[src/rtl/gray_seq_ctrl.sv]
`default_nettype none
// +----------------------------------------------------------------------------+
// | gray_seq_ctrl                                                              |
// | Command-driven RUN/LOAD/CLEAR sequencer for a binary-backed Gray counter.  |
// | Optional adjacency checker: define GRAY_SEQ_CHECK_EN.                      |
// | Revision: 1.0                                                              |
// +----------------------------------------------------------------------------+
module gray_seq_ctrl #(
    parameter int WIDTH = 4,
    parameter int CNT_W = 8
) (
    input  logic             clk,
    input  logic             rst,
    input  logic             cmd_valid,
    output logic             cmd_ready,
    input  logic [1:0]       cmd_op,
    input  logic [CNT_W-1:0] cmd_steps,
    input  logic [WIDTH-1:0] cmd_load,
    input  logic             pause,
    output logic [WIDTH-1:0] gray,
    output logic             busy,
    output logic             done,
    output logic             wrap,
    output logic             err
);

    localparam logic [1:0]       c_OP_UP    = 2'b00;
    localparam logic [1:0]       c_OP_DOWN  = 2'b01;
    localparam logic [1:0]       c_OP_LOAD  = 2'b10;
    localparam logic [1:0]       c_OP_CLEAR = 2'b11;
    localparam logic [WIDTH-1:0] c_ZERO     = '0;
    localparam logic [WIDTH-1:0] c_ONES     = '1;
    localparam logic [WIDTH-1:0] c_ONE      = {{(WIDTH-1){1'b0}}, 1'b1};
    localparam logic [CNT_W-1:0] c_REM_ONE  = {{(CNT_W-1){1'b0}}, 1'b1};
    localparam logic [CNT_W-1:0] c_REM_ZERO = '0;

    typedef enum logic [1:0] {
        S_IDLE = 2'd0,
        S_RUN  = 2'd1,
        S_DONE = 2'd2
    } state_t;

    state_t           r_state;
    logic [WIDTH-1:0] r_bin;
    logic [WIDTH-1:0] r_gray;
    logic [CNT_W-1:0] r_rem;
    logic             r_dir_down;
    logic             r_ready;
    logic             r_wrap;

    logic [WIDTH-1:0] w_next_bin;
    logic             w_accept;
    logic             w_step;
    logic             w_wrap_step;

    function automatic logic [WIDTH-1:0] gray2bin(input logic [WIDTH-1:0] g);
        logic [WIDTH-1:0] b;
        b[WIDTH-1] = g[WIDTH-1];
        for (int i = WIDTH - 2; i >= 0; i--) begin
            b[i] = b[i+1] ^ g[i];
        end
        return b;
    endfunction

    // r_ready is only ever high in IDLE, so it doubles as the accept qualifier.
    assign w_accept    = cmd_valid && r_ready;
    assign w_step      = (r_state == S_RUN) && !pause;
    assign w_wrap_step = w_step && (r_dir_down ? (r_bin == c_ZERO) : (r_bin == c_ONES));

    always_comb begin
        w_next_bin = r_bin;
        if (w_accept) begin
            if (cmd_op == c_OP_LOAD) begin
                w_next_bin = gray2bin(cmd_load);
            end else if (cmd_op == c_OP_CLEAR) begin
                w_next_bin = c_ZERO;
            end
        end else if (w_step) begin
            w_next_bin = r_dir_down ? (r_bin - c_ONE) : (r_bin + c_ONE);
        end
    end

    always_ff @(posedge clk or posedge rst) begin
        if (rst) begin
            r_state    <= S_IDLE;
            r_bin      <= c_ZERO;
            r_gray     <= c_ZERO;
            r_rem      <= c_REM_ZERO;
            r_dir_down <= 1'b0;
            r_ready    <= 1'b0;
            r_wrap     <= 1'b0;
        end else begin
            r_bin  <= w_next_bin;
            r_gray <= w_next_bin ^ (w_next_bin >> 1);
            r_wrap <= w_wrap_step;
            case (r_state)
                S_IDLE: begin
                    if (w_accept) begin
                        r_ready <= 1'b0;
                        if ((cmd_op == c_OP_UP) || (cmd_op == c_OP_DOWN)) begin
                            r_dir_down <= cmd_op[0];
                            r_rem      <= cmd_steps;
                            r_state    <= (cmd_steps != c_REM_ZERO) ? S_RUN : S_DONE;
                        end else begin
                            r_state <= S_DONE;
                        end
                    end else begin
                        r_ready <= 1'b1;
                    end
                end
                S_RUN: begin
                    if (!pause) begin
                        r_rem <= r_rem - c_REM_ONE;
                        if (r_rem == c_REM_ONE) begin
                            r_state <= S_DONE;
                        end
                    end
                end
                S_DONE: begin
                    r_state <= S_IDLE;
                    r_ready <= 1'b1;
                end
                default: begin
                    r_state <= S_IDLE;
                    r_ready <= 1'b0;
                end
            endcase
        end
    end

    assign gray      = r_gray;
    assign cmd_ready = r_ready;
    assign busy      = (r_state == S_RUN) || (r_state == S_DONE);
    assign done      = (r_state == S_DONE);
    assign wrap      = r_wrap;

`ifdef GRAY_SEQ_CHECK_EN
    logic             r_chk;
    logic             r_err;
    logic [WIDTH-1:0] r_gray_prev;
    logic [WIDTH-1:0] w_diff;

    // One cycle after a RUN step, the new and previous Gray values must differ in exactly one bit.
    assign w_diff = r_gray ^ r_gray_prev;

    always_ff @(posedge clk or posedge rst) begin
        if (rst) begin
            r_chk       <= 1'b0;
            r_err       <= 1'b0;
            r_gray_prev <= c_ZERO;
        end else begin
            r_chk       <= w_step;
            r_gray_prev <= r_gray;
            if (r_chk && ((w_diff == c_ZERO) || ((w_diff & (w_diff - c_ONE)) != c_ZERO))) begin
                r_err <= 1'b1;
            end
        end
    end

    assign err = r_err;
`else
    assign err = 1'b0;
`endif

endmodule
`default_nettype wire

[config.mk]
export PLATFORM = sky130hd
export DESIGN_NAME = gray_seq_ctrl
export DESIGN_NICKNAME = d
export VERILOG_FILES = /design/src/rtl/gray_seq_ctrl.sv
export SDC_FILE = /design/constraint.sdc
export NUM_CORES = 1
export LEC_CHECK = 0
export ABC_CLOCK_PERIOD_IN_PS = 2000
export BUFFER_PORTS_ARGS = -buffer_cell sky130_fd_sc_hd__buf_4
export CAP_MARGIN = 0
export CORE_MARGIN = 3
export CORE_UTILIZATION = 54
export DETAILED_ROUTE_END_ITERATION = 10
export HOLD_SLACK_MARGIN = 0.02
export PLACE_DENSITY = 0.79
export RECOVER_POWER = 100
export SYNTH_ARGS = -nofsm -noshare
export SYNTH_HDL_FRONTEND = slang
export SYNTH_SLANG_ARGS = --single-unit
[constraint.sdc]
create_clock -name clk -period 2 [get_ports clk]
set_input_delay 0.4 -clock clk [delete_from_list [all_inputs] [get_ports clk]]
set_output_delay 0.4 -clock clk [all_outputs]
set_load 0.01 [all_outputs]
==> flow_metrics.tcl <==
set metrics [dict create \
    die_x_um 55.1 \
    post-route-period-util_pct 94.7 \
    crit_path_max_fanout 6 \
    reg2reg_from "r_bin[0]" \
    fin_crit_ns 1.89 \
    rr_worst_depth 6 \
    path_clk_slew_ns 0.12 \
    ys_seq_area_share_pct 38.5 \
    p_int_mw 1.24 \
    stdcell_count 198 \
    critPathMaxStageDelay_ns 0.47 \
    start_util_pct 57.7 \
    num_rows 17 \
    yosysWarnings 0 \
    setup_viol 0 \
    worstReg2RegEnd "gray[1]" \
    holdWs_ns 0.0734 \
    area_delta_synth_final_pct 17.6 \
    reg2reg_slack_ns 0.11 \
    hold_viol 0 \
    min_path_type "primary input to async pin" \
    clock-sinks 20 \
    grt_max_degree 17 \
    maxSlewViolCount 0 \
    p_leak_nw 0.667 \
    maxSlewHeadroom_pct 57.9 \
    cts_tree "yes" \
    outcome "finished, final reports clean" \
    synth_nets 168 \
    routed_via_density 5.89 \
    grtUsageTotal_pct 21.9 \
    core-area_um2 2250 \
    dp_hpwl_mm 2.35 \
    arrival_ns 2.08 \
    max_cap_violations 0 \
    final_antenna_net_count 0 \
    num_vias 1166 \
    drtIter0Drc 23 \
    cp_cell_sequence "fa_1 -> xnor2_1 -> nand2_1 -> o211ai_1 -> o21ai_0 -> xor2_1" \
    critPathLaunchType "flip-flop" \
    wl_per_cell_um 15.1 \
    place_ws_ns 0.157 \
    gp_congestion 0.843 \
    dieArea_um2 3030 \
    layout_setup_ws_ns 0.105 \
    comb_power_share_pct 53.2 \
    topRoutingLayerUsed "met4" \
    skew_ns 0.0117 \
    synth_edf_count 0 \
    clk_latency_ns 0.31 \
    overflow 0 \
    setup_tns_ns 0 \
    avgSynthCellArea_um2 9.16 \
    required_ns 2.19 \
    dr.pass1.iters 4 \
    fin_nets 197 \
    tightestPinTransition_ns 0.624 \
    cpMaxStageDelayCell "dfrtp_1" \
    diodes 0 \
    first_global_vias 1088 \
    drcViolationCount 0 \
    ioPinCount 27 \
    critPathCaptureType "flip-flop" \
    htreeDepth 1 \
    io_buffers 25 \
    routed-wl-met3_um 144 \
    fmax_mhz 528 \
    ys_ff_latch 20 \
    critPathKind "flip-flop to flip-flop" \
    setup.worst_path.start "r_bin[0]" \
    synth.distinct_cells 40 \
    clockRootBuffer "clkbuf_4" \
    fillers 196 \
    place.detailed.instances 194 \
    design_area_um2 1530 \
    cts_inserted_buffers 3 \
    final_layout_size_suffix_gt1_share_pct 19.4 \
    p_clk_share_pct 10.5 \
    switchingPower_mw 1.04 \
    cts_resized 0 \
    clock_path_buffers 2 \
    grt_pass1_wl_mm 4.76 \
    met1_length_mm 1.34 \
    dpl_cell_area_um2 1520 \
    ir_worst_vdd_v 0.00103 \
    seqPwrFrac_pct 36.3 \
    cts_setup_buffers 0 \
    drt_wl_total_mm 2.99 \
    die_h_um 55.1 \
    ys.flop_type "dfrtp_1" \
    cts_hold_buf 0 \
    antenna_found_initial 0 \
    syn_inst 142 \
    dr_wl_met2_mm 1.49 \
    rsz0062_at_grt "no" \
    swShare_pct 45.6 \
    async_reset_ff_share_pct 100 \
    syn_area_um2 1300 \
    power.density_nw_per_um2 1490 \
]
-- power by group through the flow --
stage	Sequential, mW	Clock, mW	Combinational (mW)
floorplan	0.795	0	0.899
global placement	0.809	0	1.20
detailed placement	0.830	0	1.25
CTS	0.820	0.241	1.27
global route	0.858	0.257	1.35
finish	0.825	0.240	1.21
-- worst max-delay path by stage --
stage          depth (start not counted)  slack (ns)  endpoint
3_3_place_gp                           6        0.25   gray[2]
5_1_grt                                7        0.01   gray[1]
4_1_cts                                6        0.14   gray[2]
6_report                               6        0.11   gray[1]
2_1_floorplan                          6        0.30   gray[2]
3_5_place_dp                           6        0.16   gray[2]
-- final cells by class --
type                            count  area [um2]  share of cell area (%)
Sequential cell                    20         500                    32.7
Inverter                            9        33.8                    2.21
Clock buffer                        4        36.3                    2.37
Tap cell                           28        35.0                    2.29
Multi-Input combinational cell    108         741                    48.4
Timing Repair Buffer               29         184                    12.0
-- placed cells by master (no fill, tap or decap), types with 4 or more instances in the layout --
cell / instances
a21oi_1: 12
buf_4: 19
clkbuf_1: 9
clkbuf_4: 4
dfrtp_1: 20
ha_1: 7
inv_1: 9
nand2_1: 12
nand3_1: 10
nor2_1: 6
nor4_1: 4
o21ai_0: 12
o22ai_1: 6
-- critical path, delay by kind of cell, from the launching register on --
| family | cells | cell delay, ns |
|---|---|---|
| simple gates | 1 | 0.07 |
| xor+xnor | 2 | 0.44 |
| flops | 1 | 0.47 |
| fa+ha+maj | 1 | 0.45 |
| compound gates | 2 | 0.33 |
-- flip-flops by register name, indices dropped and copies added (netlist names) --
signal	count
gray	3
r_state	2
cmd_ready	1
r_rem	8
r_dir_down	1
r_bin	4
wrap	1
-- synthesized netlist by cell type, types with 4 or more instances --
master | number | area, um2
a21oi_1 | 12 | 60.1
buf_4 | 4 | 30.0
dfrtp_1 | 20 | 500
ha_1 | 7 | 87.6
inv_1 | 9 | 33.8
nand2_1 | 12 | 45.0
nand3_1 | 10 | 50.1
nor2_1 | 6 | 22.5
nor4_1 | 4 | 25.0
o21ai_0 | 10 | 50.1
o22ai_1 | 6 | 37.5
-- cell families after synthesis --
logic type                 synth area share (%)
muxes                                      2.40
adders and majority gates                  8.27
DFF                                        38.5
buffers and inverters                      5.19
other                                     0.288
xor gates and xnor gates                   6.35
AOI/OAI and AO/OA                          19.4
and+or+nand+nor                            19.6
-- metrics by stage --
step	utilization, %	total power, mW
final	67.9	2.28
after global routing	67.9	2.47
after CTS	69.0	2.33
after detailed placement	67.4	2.08
after global placement	67.4	2.01
after floorplan	-	1.69
-- per-layer routing --
metal	vias up	global-route usage, %
li1	564	-
met1	566	30.2
met2	32	34.6
met3	4	6.17
met4	0	4.05
met5	-	0
No activity file was read; power rests on OpenSTA's default activity.
